==> config.mk <==
export PLATFORM = sky130hd
export DESIGN_NAME = crc_stream_appender
export DESIGN_NICKNAME = d
export VERILOG_FILES = /design/src/rtl/crc_stream_pkg.sv /design/src/rtl/crc_generator.sv /design/src/rtl/crc_stream_appender.sv
export SDC_FILE = /design/constraint.sdc
export NUM_CORES = 1
export LEC_CHECK = 0
export ABC_AREA = 0
export CORE_UTILIZATION = 45
export DETAILED_ROUTE_END_ITERATION = 7
export GPL_ROUTABILITY_DRIVEN = 0
export PLACE_DENSITY = 0.8
export SYNTH_ARGS = -nofsm -noshare
export SYNTH_HDL_FRONTEND = slang
export SYNTH_SLANG_ARGS = --single-unit
==> constraint.sdc <==
create_clock -name clk -period 5.5 [get_ports clk]
set_clock_uncertainty 0.1 [all_clocks]
set_input_delay 1.65 -clock clk [delete_from_list [all_inputs] [get_ports clk]]
set_output_delay 1.65 -clock clk [all_outputs]
set_load 0.02 [all_outputs]
==> src/rtl/crc_stream_pkg.sv <==
`default_nettype none
// +----------------------------------------------------------------------+
// | crc_stream_pkg : shared types and sizing helpers for the appender     |
// | Revision: 1.0                                                        |
// +----------------------------------------------------------------------+
package crc_stream_pkg;

  typedef enum logic [0:0] {
    PASS   = 1'b0,
    APPEND = 1'b1
  } state_t;

  localparam int CNT_W_MIN = 1;

  function automatic int crc_bytes(input int width);
    return width / 8;
  endfunction

  function automatic int cnt_width(input int width);
    int w;
    w = $clog2(width / 8);
    return (w < CNT_W_MIN) ? CNT_W_MIN : w;
  endfunction

endpackage
`default_nettype wire

==> src/rtl/crc_generator.sv <==
`default_nettype none
// +----------------------------------------------------------------------+
// | crc_generator : MSB-first, non-reflected parallel CRC engine          |
// | Revision: 1.0                                                        |
// +----------------------------------------------------------------------+
module crc_generator #(
  parameter int                  DATAWIDTH  = 8,
  parameter int                  CRCWIDTH   = 16,
  parameter logic [CRCWIDTH-1:0] POLYNOMIAL = 'h8005,
  parameter logic [CRCWIDTH-1:0] INITCRC    = 'hFFFF
) (
  input  logic                 clk,
  input  logic                 reset,
  input  logic                 clkena,
  input  logic                 init,
  input  logic [DATAWIDTH-1:0] data,
  output logic [CRCWIDTH-1:0]  crc_old,
  output logic [CRCWIDTH-1:0]  crc_new
);

  logic [CRCWIDTH-1:0] r_crc;

  always_comb begin
    logic [CRCWIDTH-1:0] v;
    v = r_crc;
    for (int i = DATAWIDTH - 1; i >= 0; i--) begin
      if (v[CRCWIDTH-1] ^ data[i]) v = (v << 1) ^ POLYNOMIAL;
      else                         v = v << 1;
    end
    crc_new = v;
  end

  // init wins over the update so the engine restarts cleanly after the last byte
  always_ff @(posedge clk or posedge reset) begin
    if (reset)       r_crc <= INITCRC;
    else if (clkena) r_crc <= init ? INITCRC : crc_new;
  end

  assign crc_old = r_crc;

endmodule
`default_nettype wire

==> src/rtl/crc_stream_appender.sv <==
`default_nettype none
// +----------------------------------------------------------------------+
// | crc_stream_appender : forwards sop/eop byte packets and appends the   |
// | CRC MSB first. Optional macro CRC_STREAM_XOROUT_EN applies XOROUT.    |
// | Revision: 1.0                                                        |
// +----------------------------------------------------------------------+
module crc_stream_appender
  import crc_stream_pkg::*;
#(
  parameter int                  CRCWIDTH   = 16,
  parameter logic [CRCWIDTH-1:0] POLYNOMIAL = 16'h8005,
  parameter logic [CRCWIDTH-1:0] INITCRC    = 16'hFFFF,
  parameter logic [CRCWIDTH-1:0] XOROUT     = 16'hFFFF
) (
  input  logic       reset,
  input  logic       clk,
  input  logic [7:0] i_dat,
  input  logic       i_val,
  input  logic       i_sop,
  input  logic       i_eop,
  output logic       i_rdy,
  output logic [7:0] o_dat,
  output logic       o_val,
  output logic       o_sop,
  output logic       o_eop,
  input  logic       o_rdy,
  output logic       err_sop,
  output logic       err_eop
);

  localparam int              NBYTES = crc_bytes(CRCWIDTH);
  localparam int              CNTW   = cnt_width(CRCWIDTH);
  localparam logic [CNTW-1:0] C_LAST = CNTW'(NBYTES - 1);

  state_t              r_state;
  state_t              w_state_next;
  logic                r_in_pkt;
  logic [CRCWIDTH-1:0] r_hold;
  logic [CNTW-1:0]     r_cnt;
  logic                r_err_sop;
  logic                r_err_eop;

  logic                w_i_rdy;
  logic                w_acc;
  logic                w_last;
  logic [CRCWIDTH-1:0] w_crc_new;
  logic [CRCWIDTH-1:0] w_crc_unused;
  logic [CRCWIDTH-1:0] w_hold_next;

  assign w_i_rdy = (r_state == PASS) & o_rdy;
  assign w_acc   = i_val & w_i_rdy;
  assign w_last  = (r_cnt == C_LAST);
  assign i_rdy   = w_i_rdy;

  crc_generator #(
    .DATAWIDTH (8),
    .CRCWIDTH  (CRCWIDTH),
    .POLYNOMIAL(POLYNOMIAL),
    .INITCRC   (INITCRC)
  ) u_crc (
    .clk    (clk),
    .reset  (reset),
    .clkena (w_acc),
    .init   (w_acc & i_eop),
    .data   (i_dat),
    .crc_old(w_crc_unused),
    .crc_new(w_crc_new)
  );

`ifdef CRC_STREAM_XOROUT_EN
  assign w_hold_next = w_crc_new ^ XOROUT;
`else
  logic [CRCWIDTH-1:0] w_xorout_unused;
  assign w_xorout_unused = XOROUT;
  assign w_hold_next     = w_crc_new;
`endif

  always_comb begin
    w_state_next = r_state;
    o_dat        = i_dat;
    o_val        = i_val;
    o_sop        = i_sop;
    o_eop        = 1'b0;
    case (r_state)
      PASS: begin
        if (w_acc && i_eop) w_state_next = APPEND;
      end
      APPEND: begin
        o_val = 1'b1;
        o_sop = 1'b0;
        o_dat = r_hold[CRCWIDTH-1-8*int'(r_cnt) -: 8];
        o_eop = w_last;
        if (o_rdy && w_last) w_state_next = PASS;
      end
      default: w_state_next = PASS;
    endcase
  end

  always_ff @(posedge clk or posedge reset) begin
    if (reset) begin
      r_state   <= PASS;
      r_in_pkt  <= 1'b0;
      r_hold    <= '0;
      r_cnt     <= '0;
      r_err_sop <= 1'b0;
      r_err_eop <= 1'b0;
    end else begin
      r_state   <= w_state_next;
      r_err_sop <= w_acc & i_sop & r_in_pkt;
      r_err_eop <= w_acc & ~i_sop & ~r_in_pkt;
      if (w_acc && i_eop)      r_in_pkt <= 1'b0;
      else if (w_acc && i_sop) r_in_pkt <= 1'b1;
      if (w_acc && i_eop) begin
        r_hold <= w_hold_next;
        r_cnt  <= '0;
      end else if (r_state == APPEND && o_rdy) begin
        r_cnt <= w_last ? '0 : r_cnt + 1'b1;
      end
    end
  end

  assign err_sop = r_err_sop;
  assign err_eop = r_err_eop;

endmodule
`default_nettype wire

# --- Word level (Yosys, flattened, before mapping) ---
# Index checks and enable logic that the tools add are counted.
word_totals:
  regBits: 37
  output_inout_bits: 14
op_classes:
  add_sub_neg: 2
  n_shift: 1
  reduce_logical: 6
  muxes: 21
  n_bitwise: 26
op_table:
  columns: ["operator", "count"]
  rows:
  - ["16-bit two-way mux", 9]
  - ["3-bit NOT", 8]
  - ["23-bit by 5-bit indexed part select with 8-bit output", 1]
  - ["1-bit two-way mux", 10]
  - ["8-bit two-way mux", 1]
  - ["1-bit XOR", 8]
  - ["1-bit bitwise AND", 7]
  - ["4-bit by 4-bit subtractor with 5-bit output (first input constant)", 1]
  - ["1-bit logical AND", 4]
  - ["2-bit nonzero test", 2]
  - ["1-bit NOT", 3]
  - ["1-bit one-hot mux with 2 select lines", 1]
  - ["1-bit adder (second input constant)", 1]

# --- Logic depth before layout (Yosys ltp) ---
logic_depth:
  depth_word: 17
  mapped_depth: 6

# --- Cells and area by module ---
# A second synthesis with hierarchy kept.
hier_totals:
  cells_unflattened: 160
  area_unflattened_um2: 1935.6
by_module_without_submodules:
  columns: ["mod", "seq_area_each_um2", "cells_each", "instances", "area_per_inst_um2"]
  rows:
  - ["crc_stream_appender", 525.5, 84, 1, 1041.0]
  - ["crc_generator", 420.4, 76, 1, 894.6]

# --- Worst setup path before layout ---
# OpenSTA, ideal clock, no wires.
synth_path:
  path_type: "input -> output"
  from: "input i_dat[0]"
  to: "output o_dat[0]"
  cell_stages: 2
  arrival_ns: 2.031
  path_slack_ns: 1.719
  path_cell_list: "nor2_1 a21oi_1"
synth_between:
  elab_chain_len: 1
synth_rtl:
  columns: ["item", "line_no", "source"]
  rows:
  - ["start: declaration", "crc_stream_appender.sv:17", "input logic [7:0] i_dat,"]
  - ["8-bit two-way mux", "crc_stream_appender.sv:84", "case (r_state)"]
  - ["end: declaration", "crc_stream_appender.sv:22", "output logic [7:0] o_dat,"]
# Every way passes these cells.

# --- Worst setup path in the final report ---
layout_path:
  from: "input o_rdy"
  to: "output i_rdy"
layout_between:
  elab_chain_len: 1
layout_rtl:
  columns: ["item", "line_no", "source"]
  rows:
  - ["start: declaration", "crc_stream_appender.sv:26", "input logic o_rdy,"]
  - ["1-bit bitwise AND", "crc_stream_appender.sv:50", "assign w_i_rdy = (r_state == PASS) & o_rdy;"]
  - ["end: declaration", "crc_stream_appender.sv:21", "output logic i_rdy,"]
# Every way passes these cells.

==> flow_summary_export.csv <==
group,metric,value,unit
status,outcome,"finished, final reports clean",
power,power.share.clock,14.3,%
synth,yosysTopAreaCellShare,28.91,%
setup_path,cp-end-kind,"primary output",
placement,hpwl,2375,µm
synth,ys.flop_type,"dfrtp_1",
cts,cts_tree,"done",
floorplan,core_area,0.003771,mm²
floorplan,start_util,48.21,%
detailed_routing,ant_nets,0,
finish,finalInstanceArea,0.002245,mm²
finish,n_antenna_cell,0,
detailed_routing,drcViolationCount,0,
setup_path,worstPathCellList,"clkdlybuf4s50_1 > nor2b_1 > clkdlybuf4s50_1",
setup_path,slowest_delay,660,ps
timing,hold_viol,0,
synth,synth_seq_cells,37,
setup_path,worst_path_max_delay_cell,"clkdlybuf4s50_1",
synth,synth_edf_count,0,
cts,cts_buffers,5,
cts,cts_setup_buffers,0,
synth,yosysMostFrequentCell,"nor2_1",
hold_path,min_path_type,"reg2reg",
floorplan,die_w,65.56,µm
synth,synth_area_leaders,"dfrtp_1 29%, dfstp_2 23%, xnor2_1 7.7%",
setup_path,worstSetupStartpointType,"input port",
detailed_routing,dr.pass1.iters,4,
setup_path,path_common_cell,"clkdlybuf4s50_1",
power,combinationalPowerShare,48.5,%
cts,cts_hold_buf,0,
timing,slew_headroom,48.37,%
cts,htreeDepth,2,
global_route,grt_pass1_wl,5940,µm
synth,mappedNetlistArea,0.001818,mm²
synth,synth_top_cells_by_count,"30 x nor2_1, 21 x a21oi_1, 21 x dfrtp_1",
global_route,grt-ovfl-total,0,
synth,synth.distinct_cells,25,
synth,syn-num-nets,190,
finish,drive_gt1_share,16.99,%
global_route,grt_max_degree,38,
power,power_switching_share,37.88,%
setup_path,reg2reg_slack,3250,ps
placement,port_buffers,27,
timing,max_freq,209.5,MHz
cts,cts.sinks,37,
global_route,track_usage,19.13,%
setup_path,cpLargestDelayFamily,"buffers and inverters",
timing,rsz0062_at_grt,"no",
power,power.density,636.3,mW/mm²
placement,postPlaceCellArea,0.002143,mm²
synth,synth_async_sr_flop_share,100.0,%
floorplan,ios,28,
detailed_routing,vias_per_cell,4.984,
timing,period_share,86.79,%
timing,drv_slew,0,
cts,clock_latency,290,ps
detailed_routing,wl_per_cell,13.51,µm
setup_path,crit_required,3750,ps
cts,max-clock-path-buffers,2,
setup_path,crit_buf_inv,2,
cts,cts_resized,0,
power,switchingPower,541.1,µW
setup_path,worstSetupPathType,"in2out",
power,vdd_drop_max,0.2909,mV
placement,post-place-ws,720.1,ps
finish,area_growth,23.47,%
synth,synth_warnings,0,
detailed_routing,wl,3432,µm
finish,fillCellCount,316,
floorplan,die_area,0.004298,mm²
floorplan,rows,22,
setup_path,arrival,3020,ps
power,seq_power_share,37.1,%
timing,fin_setup_tns,0,ps
synth,ys_seq_area_share,52.03,%
floorplan,die_y,65.56,µm
timing,whs,374.4,ps
timing,fin_ws,726.8,ps
power,leakage,0.9326,nW
detailed_routing,vias,1266,
timing,worstMarginPinSlew,771.6,ps
global_route,grt_pass1_vias,1226,
synth,synth.avg_cell_area,10.33,µm²
cts,clk_pin_slew,60,ps
cts,cts-root-buf,"clkbuf_8",
synth,synth_cells,176,
flow_run,maxCapViolations,0,
setup_path,cp_max_fo,3,
timing,fin_crit,4773,ps
detailed_routing,drt_iter0_drc,63,
power,p_int,887.2,µW
global_route,antenna_found_initial,0,
finish,layout.nets,219,
synth,synth_top_area_cell,"dfrtp_1",
timing,setup_viol,0,
-- power by group through the flow --
stage          clock [mW]  sequential [mW]  combinational, mW
6_report            0.205            0.530              0.693
5_1_grt             0.221            0.551              0.765
4_1_cts             0.210            0.531              0.703
3_5_place_dp            0            0.536              0.697
3_3_place_gp            0            0.530              0.679
2_1_floorplan           0            0.483              0.548
-- placed cells by master, fill, tap and decap left out, drive strengths merged --
cell type      netlist  routed
nor2                30      30
and2                 2       2
nor2b                2       2
clkbuf               7       7
xnor3                3       3
mux2                 5       5
clkinv               0       1
o21ai               11      11
a21oi               22      22
buf                  2       4
clkdlybuf4s50        0      27
and3                 1       1
dfrtp               21      21
inv                  1       1
dfstp               16      16
xnor2               18      18
mux2i                8       8
xor2                 3       3
or2                  1       1
nor3                 6       6
nand2               17      17
-- layout make-up --
cell class	count	area [µm²]	share of cell area [%]
flip-flops and latches	37	945.9	42.14
multi-input cells	129	833.3	37.12
well taps	48	60.06	2.676
repair buffers	31	300.3	13.38
clock buffers	7	96.34	4.292
clock inverters	1	5.005	0.2230
inverters	1	3.754	0.1672
-- registers in the layout (all words and copies together) (netlist names) --
register,cells
r_hold,16
u_crc.crc_old,16
err_eop,1
err_sop,1
r_cnt,1
r_in_pkt,1
r_state,1
-- final timing paths --
check                                     start                           end  cells past startpoint
max in group asynchronous                 reset  u_crc.crc_old[4]$_DFFE_PP1P_                      3
max reg2reg                   r_state$_DFF_PP0_        r_hold[13]$_DFFE_PP0P_                      6
min reg2reg                r_in_pkt$_DFFE_PP0P_             err_eop$_DFF_PP0_                      1
max                                       o_rdy                         i_rdy                      3
min in group asynchronous                 reset         r_hold[2]$_DFFE_PP0P_                      3
min                        r_in_pkt$_DFFE_PP0P_             err_eop$_DFF_PP0_                      1
-- per-stage QoR --
| stage | utilization (%) | cells | total power [mW] |
|---|---|---|---|
| after floorplan | - | 176 | 1.031 |
| after global placement | 56.83 | 246 | 1.209 |
| after detailed placement | 56.83 | 246 | 1.232 |
| after CTS | 59.52 | 254 | 1.443 |
| after global routing | 59.52 | 254 | 1.537 |
| final | 59.52 | 254 | 1.428 |
-- cells by family after synthesis --
| logic type | count (synthesis) | share of synthesized area (%) |
|---|---|---|
| muxes | 13 | 7.502 |
| buffers and inverters | 10 | 2.133 |
| and+or+nand+nor | 59 | 13.42 |
| DFF | 37 | 52.03 |
| xor gates and xnor gates | 24 | 15.62 |
| AOI/OAI and AO/OA | 33 | 9.291 |
-- layer usage --
metal,GRT usage [%],routed length (µm)
met4,6.793,53
met3,5.382,111
met5,0,0
met1,23.39,1594
met2,32.09,1673
-- worst register-to-register path, cell delays in order, from the launching register on --
cell and delay [ps]:
dfrtp_1 810, nor2b_1 180, and2_1 200, buf_4 200
nand2_1 110, buf_4 200, mux2_1 340
Power figures use the tool's default switching activity.
